**src/rtl/cache_arbiter.sv**
```systemverilog
// ---------------------------------------------------------------------------
// cache_arbiter
// Arbitrates the I-cache and D-cache line requests onto a single L2 port with
// at most one L2 transaction in flight. D-cache requests win ties. When the
// macro ARB_STARVE_GUARD_EN is defined, a 4-bit starvation counter forces an
// I grant after STARVE_LIMIT consecutive D grants taken while I was waiting.
// With the macro undefined, ties always go to D.
//
// Ports
//   clk, reset               clock, asynchronous active-high reset
//   i_read, i_address        I-cache line read request
//   i_resp, i_rdata          I-cache completion and returned line
//   d_read, d_write          D-cache line read / write-back request
//   d_address, d_wdata       D-cache address and write-back line
//   d_resp, d_rdata          D-cache completion and returned line
//   l2_read, l2_write        L2 command, driven from latched registers
//   l2_address, l2_wdata     L2 address / write data, driven from latched registers
//   l2_resp, l2_rdata        L2 completion and read line
// ---------------------------------------------------------------------------
module cache_arbiter #(
    parameter int unsigned STARVE_LIMIT = 3
) (
    input  logic          clk,
    input  logic          reset,
    input  logic          i_read,
    input  logic [15:0]   i_address,
    output logic          i_resp,
    output logic [127:0]  i_rdata,
    input  logic          d_read,
    input  logic          d_write,
    input  logic [15:0]   d_address,
    input  logic [127:0]  d_wdata,
    output logic          d_resp,
    output logic [127:0]  d_rdata,
    output logic          l2_read,
    output logic          l2_write,
    output logic [15:0]   l2_address,
    output logic [127:0]  l2_wdata,
    input  logic          l2_resp,
    input  logic [127:0]  l2_rdata
);

    localparam int unsigned ADDR_W = 16;
    localparam int unsigned LINE_W = 128;

    // Reject out-of-range limits at elaboration.
    if (STARVE_LIMIT < 1 || STARVE_LIMIT > 15) begin : g_bad_limit
        $error("cache_arbiter: STARVE_LIMIT must be in 1..15");
    end

    typedef enum logic [1:0] {
        IDLE    = 2'd0,
        GRANT_I = 2'd1,
        GRANT_D = 2'd2
    } state_t;

    state_t              state_q, state_d;
    logic [ADDR_W-1:0]   addr_q, addr_d;
    logic [LINE_W-1:0]   wdata_q, wdata_d;
    logic                rd_q, rd_d;
    logic                wr_q, wr_d;
    logic                d_req_c;
    logic                starved_c;

    assign d_req_c = d_read | d_write;

`ifdef ARB_STARVE_GUARD_EN
    localparam int unsigned CNT_W = 4;

    logic [CNT_W-1:0] cnt_q, cnt_d;

    assign starved_c = (cnt_q == CNT_W'(STARVE_LIMIT));

    // Count D grants taken over a waiting I; any other grant clears it.
    always_comb begin
        cnt_d = cnt_q;
        if (state_q == IDLE) begin
            if (d_req_c && !(i_read && starved_c)) begin
                if (!i_read) begin
                    cnt_d = '0;
                end else if (!starved_c) begin
                    cnt_d = cnt_q + CNT_W'(1);
                end
            end else if (i_read) begin
                cnt_d = '0;
            end
        end
    end

    always_ff @(posedge clk or posedge reset) begin
        if (reset) begin
            cnt_q <= '0;
        end else begin
            cnt_q <= cnt_d;
        end
    end
`else
    assign starved_c = 1'b0;
`endif

    // Next-state, grant latching and completion strobes.
    always_comb begin
        state_d = state_q;
        addr_d  = addr_q;
        wdata_d = wdata_q;
        rd_d    = rd_q;
        wr_d    = wr_q;
        i_resp  = 1'b0;
        d_resp  = 1'b0;

        case (state_q)
            IDLE: begin
                if (d_req_c && !(i_read && starved_c)) begin
                    state_d = GRANT_D;
                    addr_d  = d_address;
                    // Read and write together is treated as a write-back.
                    wr_d    = d_write;
                    rd_d    = ~d_write;
                    wdata_d = d_write ? d_wdata : '0;
                end else if (i_read) begin
                    state_d = GRANT_I;
                    addr_d  = i_address;
                    rd_d    = 1'b1;
                    wr_d    = 1'b0;
                    wdata_d = '0;
                end
            end
            GRANT_I: begin
                if (l2_resp) begin
                    i_resp  = 1'b1;
                    state_d = IDLE;
                    rd_d    = 1'b0;
                    wr_d    = 1'b0;
                end
            end
            GRANT_D: begin
                if (l2_resp) begin
                    d_resp  = 1'b1;
                    state_d = IDLE;
                    rd_d    = 1'b0;
                    wr_d    = 1'b0;
                end
            end
            default: begin
                state_d = IDLE;
                rd_d    = 1'b0;
                wr_d    = 1'b0;
            end
        endcase
    end

    always_ff @(posedge clk or posedge reset) begin
        if (reset) begin
            state_q <= IDLE;
            addr_q  <= '0;
            wdata_q <= '0;
            rd_q    <= 1'b0;
            wr_q    <= 1'b0;
        end else begin
            state_q <= state_d;
            addr_q  <= addr_d;
            wdata_q <= wdata_d;
            rd_q    <= rd_d;
            wr_q    <= wr_d;
        end
    end

    assign l2_read    = rd_q;
    assign l2_write   = wr_q;
    assign l2_address = addr_q;
    assign l2_wdata   = wdata_q;

    // Both caches see the L2 line; the resp strobes say whose it is.
    assign i_rdata = l2_rdata;
    assign d_rdata = l2_rdata;

endmodule

```
**config.mk**
```make
export PLATFORM = sky130hd
export DESIGN_NAME = cache_arbiter
export DESIGN_NICKNAME = d
export VERILOG_FILES = /design/src/rtl/cache_arbiter.sv
export SDC_FILE = /design/constraint.sdc
export NUM_CORES = 1
export LEC_CHECK = 0
export ABC_AREA = 1
export CORE_AREA = 2 2 270 272
export CTS_CLUSTER_SIZE = 14
export DETAILED_ROUTE_END_ITERATION = 16
export DIE_AREA = 0 0 272 274
export PLACE_DENSITY_LB_ADDON = 0.2
export SLEW_MARGIN = 20
export SYNTH_ARGS = -nofsm -noshare
export SYNTH_HDL_FRONTEND = slang
export SYNTH_SLANG_ARGS = --single-unit
export TNS_END_PERCENT = 10
```
**constraint.sdc**
```tcl
create_clock -name clk -period 5.25 [get_ports clk]
set_input_delay 0.525 -clock clk [delete_from_list [all_inputs] [get_ports clk]]
set_output_delay 0.525 -clock clk [all_outputs]
set_load 0.05 [all_outputs]
```
## Word-level counts from Yosys, hierarchy flattened

Cells that the tools add are included.

| word-level totals | value |
|---|---|
| register bits after elaboration | 148 |
| output and inout bits | 404 |
| input port bits | 294 |

| operators by class | value |
|---|---|
| equal/unequal tests | 4 |
| bitwise logic cells | 2 |
| multiplexer cells | 19 |
| reduce and logical (&&, ||, !) cells | 5 |

Operators by type and width:

| kind | count |
|---|---|
| $mux 128 | 3 |
| $mux 16 | 2 |
| $mux 1 | 8 |
| $mux 2 | 3 |
| $pmux 1 s2 | 2 |
| $pmux 2 s2 | 1 |
| $reduce_and 2->1 | 2 |
| $ne 3x3->1 const B | 1 |
| $eq 2x1->1 const B | 1 |
| $eq 2x2->1 const B | 1 |
| $logic_not 2->1 | 1 |
| $ne 2x1->1 const B | 1 |
| $reduce_bool 2->1 | 1 |
| $reduce_or 2->1 | 1 |
| $not 1->1 | 1 |
| $or 1x1->1 | 1 |

## Longest topological paths before layout

Gate-level depths: netlist of run 1.

| logic depth | value |
|---|---|
| word-level depth | 4 |
| gate-level depth with buffers | 8 |
| gate-level depth less buffers | 6 |

## Worst setup path before layout of run 1

No wires, ideal clock.

| timing | value |
|---|---|
| path kind | register -> output |
| start point | reg state_q[0] |
| end point | out d_resp |
| data required time | 4.725 ns |
| setup slack | 3.802 ns |
| arrival | 0.923 ns |
| buffers on the path | 0 |
| cell stages (with the launch flop) | 5 |
| cells stage by stage | dfrtp_1 inv_1 ha_1 nand2_1 inv_1 |

| between the ends | value |
|---|---|
| cells in the longest elaborated chain, start to end | 2 |

RTL lines:

| item | RTL line | source |
|---|---|---|
| from (decl) | 57 | `state_t state_q, state_d;` |
| from (signal assigned) | 160 | `state_q <= state_d;` |
| $eq 2x2->1 | 111 | `case (state_q)` |
| $mux 1 | 111 |  |
| to (decl) | 33 | `output logic d_resp,` |

No other way between the ends.

## Worst setup path after layout of run 1

| timing | value |
|---|---|
| start point | in d_write |
| end point | reg addr_q[8] (netlist: l2_address[8]) |

| between the ends | value |
|---|---|
| cells in the longest elaborated chain, start to end | 3 |
| elaborated cells between the ends (all ways) | 4 |
| classes of those cells | mux: 1; bitwise: 1; reduce/logical: 2 |

RTL lines:

| item | RTL line | source |
|---|---|---|
| from (decl) | 30 | `input logic d_write,` |
| $or 1x1->1 (*) | 65 | `assign d_req_c = d_read \| d_write;` |
| $reduce_bool 2->1 (no line) | -- |  |
| $reduce_and 2->1 (no line) | -- |  |
| to (signal assigned) | 161 | `addr_q <= addr_d;` |
| to (decl) | 58 | `logic [ADDR_W-1:0] addr_q, addr_d;` |

Every way passes the cells marked *; elsewhere a longest branch is shown, timed or not.
A chain may end at the register's enable or synchronous reset.

==> flow_metrics.tcl, run 1 <==
set metrics [dict create \
    track_usage_pct 7.24 \
    tns_ns 0 \
    maxCapViolCount 0 \
    path_buf_inv 2 \
    post_cts_resize_count 0 \
    yosys.cell_types.count 14 \
    clock-sinks 148 \
    cp_top_family "simple AND/OR/NAND/NOR gates" \
    hp-class "in2async" \
    p_per_area_nw_per_um2 672 \
    outcome "finished clean" \
    worst_ep_required_time_ns 5.60 \
    layout_common_cells "nand2_1 (495), clkdlybuf4s50_1 (313), dfrtp_1 (148)" \
    fin_util_pct 14.8 \
    grt_pass1_vias 6020 \
    slew_headroom_pct 31.8 \
    finalHoldViolations 0 \
    max_freq_ghz 0.384 \
    critPathMaxFanout 145 \
    r2r_cells 7 \
    pin_count 698 \
    ant_nets 0 \
    synth_warnings 0 \
    antenna_cells 0 \
    drcViolationCount 0 \
    cts_made_buffers 17 \
    port_buffers 313 \
    drt_iter0_drc 165 \
    clk_pin_slew_ns 0.06 \
    setup-violations-final 0 \
    root_buffer "clkbuf_16" \
    max_stage_delay_ns 0.69 \
    cts_tree "built" \
    fill_cells 8170 \
    skew_ns 0.0124 \
    place_congestion 0.676 \
    cts_buffer_depth 2 \
    die_w_um 272 \
    place_hpwl_mm 19.4 \
    layout_commonest_cell "nand2_1" \
    grt_pass1_wl_mm 39.0 \
    cp_cell_sequence "clkdlybuf4s50_1, nor2_4, nand2_2, nand2_8, inv_2, nand2_1, nand2_1" \
    grt_util_met1_pct 7.67 \
    nets 1297 \
    drt_pass1_iterations 4 \
    htreeDepth 4 \
    crit_path_start_kind "primary input" \
    syn_to_final_growth_pct 36.3 \
    maxSlewViolCount 0 \
    crit_top_cell "nand2_1" \
    cp_slowest_cell "nand2_8" \
    use_met3_pct 4.04 \
    clk_latency_ns 0.47 \
    drive_gt1_share_pct 3.85 \
    syn_nets 1249 \
    holdBufCountCts 0 \
    grt_use_met2_pct 10.8 \
    antenna_found_initial 4 \
    ys_ff_latch 148 \
    syn_area_per_cell_um2 8.21 \
    rsz0062_at_grt "false" \
    vdd_drop_max_v 0.000468 \
    crit_type "in2reg" \
    end_kind "flop" \
    vias 5720 \
    fin_cells 1972 \
    core-area_um2 72000 \
    placed_cells 1940 \
    syn-cell-area_um2 7820 \
    postCtsSetupBuffers 0 \
    die-height_um 274 \
    dieArea_um2 74500 \
    worst_pin_slew_ns 1.02 \
    viasPerCell 2.90 \
    wirelength_mm 27.0 \
    seq_area_frac_synth_pct 47.4 \
    grt_max_degree 146 \
    rows 99 \
    cp.arrival_ns 2.95 \
    overflow 0 \
    start_util_pct 10.9 \
    finalWorstPathRequiredPeriod_ns 2.60 \
    period_share_pct 49.6 \
    cp.depth 7 \
    top_usage_layer "met2" \
    p_leak_nw 4.89 \
    syn-instance-count 952 \
    post_drt_wl_per_cell_um 13.7 \
]
## routing by layer
layer,vias up,routed length (um)
met5,-,35
met3,114,3260
met4,6,1490
met2,340,12000
met1,2573,10200
li1,2687,-
## stage by stage
stage                     total power [mW]  hold slack, ns  instance area (um2)  worst slack [ns]
final                                 7.17           0.442                10700              2.65
after global routing                  7.63           0.438                10700              2.40
after CTS                             7.36           0.408                10700              2.55
after detailed placement              6.01           0.457                10100              2.02
after global placement                6.02           0.452                10100              2.07
after floorplan                       5.02           0.467                 7820             0.745
## Yosys cell counts (all sizes together)
library cell	n	area [um2]
nand2	497	1880
buf	286	2120
dfrtp	148	3700
inv	11	41.3
ha	3	37.5
clkbuf	2	7.51
nand3	2	10.0
nand4	2	12.5
nor2	1	11.3
## worst reg2reg max path, delay by kind of cell (launching register included)
kind	cells	cell delay, ns
buffers and inverters	3	1.08
adders and majority gates	1	0.40
and+or+nand+nor	3	0.48
DFF	1	0.40
## registers in the layout, indices dropped and copies added (netlist names)
| signal | cells |
|---|---|
| state_q | 2 |
| l2_write | 1 |
| l2_wdata | 128 |
| l2_address | 16 |
| l2_read | 1 |
## final timing paths
check,slack (ns),startpoint,to
min in group clk,0.47,l2_wdata[103]$_DFFE_PP0P_,l2_wdata[103]$_DFFE_PP0P_
max,2.65,d_write,l2_address[8]$_DFFE_PP0P_
min reg2reg,0.47,l2_wdata[103]$_DFFE_PP0P_,l2_wdata[103]$_DFFE_PP0P_
min,0.44,reset,l2_wdata[101]$_DFFE_PP0P_
max in group asynchronous,3.93,reset,l2_wdata[34]$_DFFE_PP0P_
max reg2reg,2.84,state_q[0]$_DFFE_PP0P_,l2_wdata[55]$_DFFE_PP0P_
## area by class of cell
cell class	instances	area (um2)	area share, %
Sequential cell	148	3700	34.7
Tap cell	959	1200	11.3
Multi-Input combinational cell	505	1960	18.3
Inverter	11	48.8	0.458
Timing Repair Buffer	317	3180	29.8
Clock inverter	7	70.1	0.657
Clock buffer	25	505	4.74
## cells by family (layout without fill, tap and decap cells)
logic type	Yosys count	count (layout)	share of synthesized area [%]
simple gates	502	502	24.4
fa+ha+maj	3	3	0.480
flops	148	148	47.4
buf+inv	299	360	27.7
## report_power, final
part           internal (mW)  switching, mW
Sequential              1.65          0.280
Clock                  0.715          0.545
Combinational           1.19           2.79
Total                   3.55           3.61
(Power assumes the default switching activity.)
==> run 2: changes to the inputs <==
==> constraint.sdc (replaced) <==
create_clock -name clk -period 2.6 [get_ports clk]
set_input_delay 0.26 -clock clk [delete_from_list [all_inputs] [get_ports clk]]
set_output_delay 0.26 -clock clk [all_outputs]
set_load 0.05 [all_outputs]
==> flow_metrics.tcl, run 2 (same netlist as run 1, synthesis figures left out) <==
set metrics [dict create \
    pin_count 698 \
    critPathMaxFanout 3 \
    whs_ns 0.106 \
    clk_pin_slew_ns 0.07 \
    htreeDepth 4 \
    cp_slowest_cell "clkdlybuf4s50_1" \
    dieArea_um2 74500 \
    viasPerCell 2.89 \
    root_buffer "clkbuf_16" \
    worst_pin_slew_ns 0.689 \
    path_buf_inv 3 \
    finalWorstPathRequiredPeriod_ns 2.29 \
    rsz0062_at_grt "false" \
    p_per_area_nw_per_um2 1350 \
    vias 5728 \
    syn_to_final_growth_pct 37.8 \
    stdcell_area_um2 10800 \
    place_area_um2 10200 \
    post_drt_wl_per_cell_um 13.5 \
    placed_cells 1950 \
    holdBufCountCts 0 \
    overflow 0 \
    cp_top_family "buffers and inverters" \
    die_w_um 272 \
    crit_path_start_kind "flop" \
    grt_pass1_vias 5975 \
    layout_common_cells "nand2_1 (495), clkdlybuf4s50_1 (313), dfrtp_1 (148)" \
    power_mw 14.6 \
    period_share_pct 88.2 \
    drive_gt1_share_pct 5.08 \
    clk_latency_ns 0.47 \
    rows 99 \
    maxSlewViolCount 0 \
    antenna_found_initial 3 \
    p_leak_nw 4.94 \
    drt_pass1_iterations 4 \
    layout_commonest_cell "nand2_1" \
    post-place-ws_ns 0.661 \
    worst_ep_required_time_ns 2.34 \
    tns_ns 0 \
    skew_ns 0.0115 \
    maxCapViolCount 0 \
    crit_top_cell "inv_1" \
    core-area_um2 72000 \
    post_cts_resize_count 0 \
    wirelength_mm 26.8 \
    cp.arrival_ns 2.03 \
    place_congestion 0.708 \
    largest_reg_flops 128 \
    cts_buffer_depth 2 \
    fin_cells 1983 \
    port_buffers 313 \
    track_usage_pct 7.14 \
    nets 1307 \
    place_hpwl_mm 19.7 \
    cp_cell_sequence "inv_1, ha_1, nand2_1, inv_1, clkdlybuf4s50_1" \
    fin_util_pct 15.0 \
    crit_type "reg2out" \
    postCtsSetupBuffers 0 \
    max_stage_delay_ns 0.79 \
    fill_cells 8114 \
    die-height_um 274 \
    vdd_drop_max_v 0.000573 \
    clock-sinks 148 \
    slew_headroom_pct 53.9 \
    end_kind "primary output" \
    cts_made_buffers 17 \
    hp-class "in2async" \
    ant_nets 0 \
    start_util_pct 10.9 \
    drcViolationCount 0 \
    grt_max_degree 71 \
    finalHoldViolations 0 \
    drt_iter0_drc 252 \
    worst_slack_ns 0.307 \
    cts_tree "built" \
    outcome "finished clean" \
    setup-violations-final 0 \
    grt_pass1_wl_mm 38.7 \
    max_freq_ghz 0.436 \
]
run 2: final cells by class:
class | instances | area (um2) | share of cell area, %
Sequential cell | 148 | 3700 | 34.4
Inverter | 11 | 47.5 | 0.441
Multi-Input combinational cell | 505 | 1960 | 18.2
Clock buffer | 19 | 453 | 4.20
Tap cell | 959 | 1200 | 11.1
Timing Repair Buffer | 327 | 3300 | 30.6
Clock inverter | 13 | 109 | 1.01
Antenna cell | 1 | 2.50 | 0.0232
run 2: final timing paths:
| path | from | endpoint | slack [ns] | depth (start not counted) |
|---|---|---|---|---|
| min | reset | l2_wdata[91]$_DFFE_PP0P_ | 0.11 | 2 |
| min reg2reg | l2_wdata[58]$_DFFE_PP0P_ | l2_wdata[58]$_DFFE_PP0P_ | 0.47 | 2 |
| max | state_q[1]$_DFFE_PP0P_ | i_resp | 0.31 | 5 |
| min in group clk | d_wdata[84] | l2_wdata[84]$_DFFE_PP0P_ | 0.33 | 3 |
| max in group asynchronous | reset | l2_wdata[41]$_DFFE_PP0P_ | 1.74 | 3 |
| max reg2reg | state_q[1]$_DFFE_PP0P_ | l2_wdata[67]$_DFFE_PP0P_ | 0.74 | 7 |
run 2: metal layers:
| metal | track usage [%] | up-vias | part of all wire [%] | routed length, um |
|---|---|---|---|---|
| met5 | 0.257 | - | 0.037 | 10 |
| met4 | 4.86 | 2 | 4.4 | 1180 |
| met3 | 3.32 | 91 | 9.9 | 2650 |
| met2 | 11.3 | 321 | 47 | 12700 |
| met1 | 7.55 | 2605 | 39 | 10300 |
| li1 | - | 2709 | - | - |
run 2: power by group:
| group | leakage [nW] | switching, mW | internal (mW) | total, mW |
|---|---|---|---|---|
| Sequential | 1.90 | 0.590 | 3.33 | 3.93 |
| Clock | 0.275 | 1.13 | 1.36 | 2.49 |
| Combinational | 2.77 | 5.66 | 2.50 | 8.16 |
| Total | 4.94 | 7.38 | 7.20 | 14.6 |
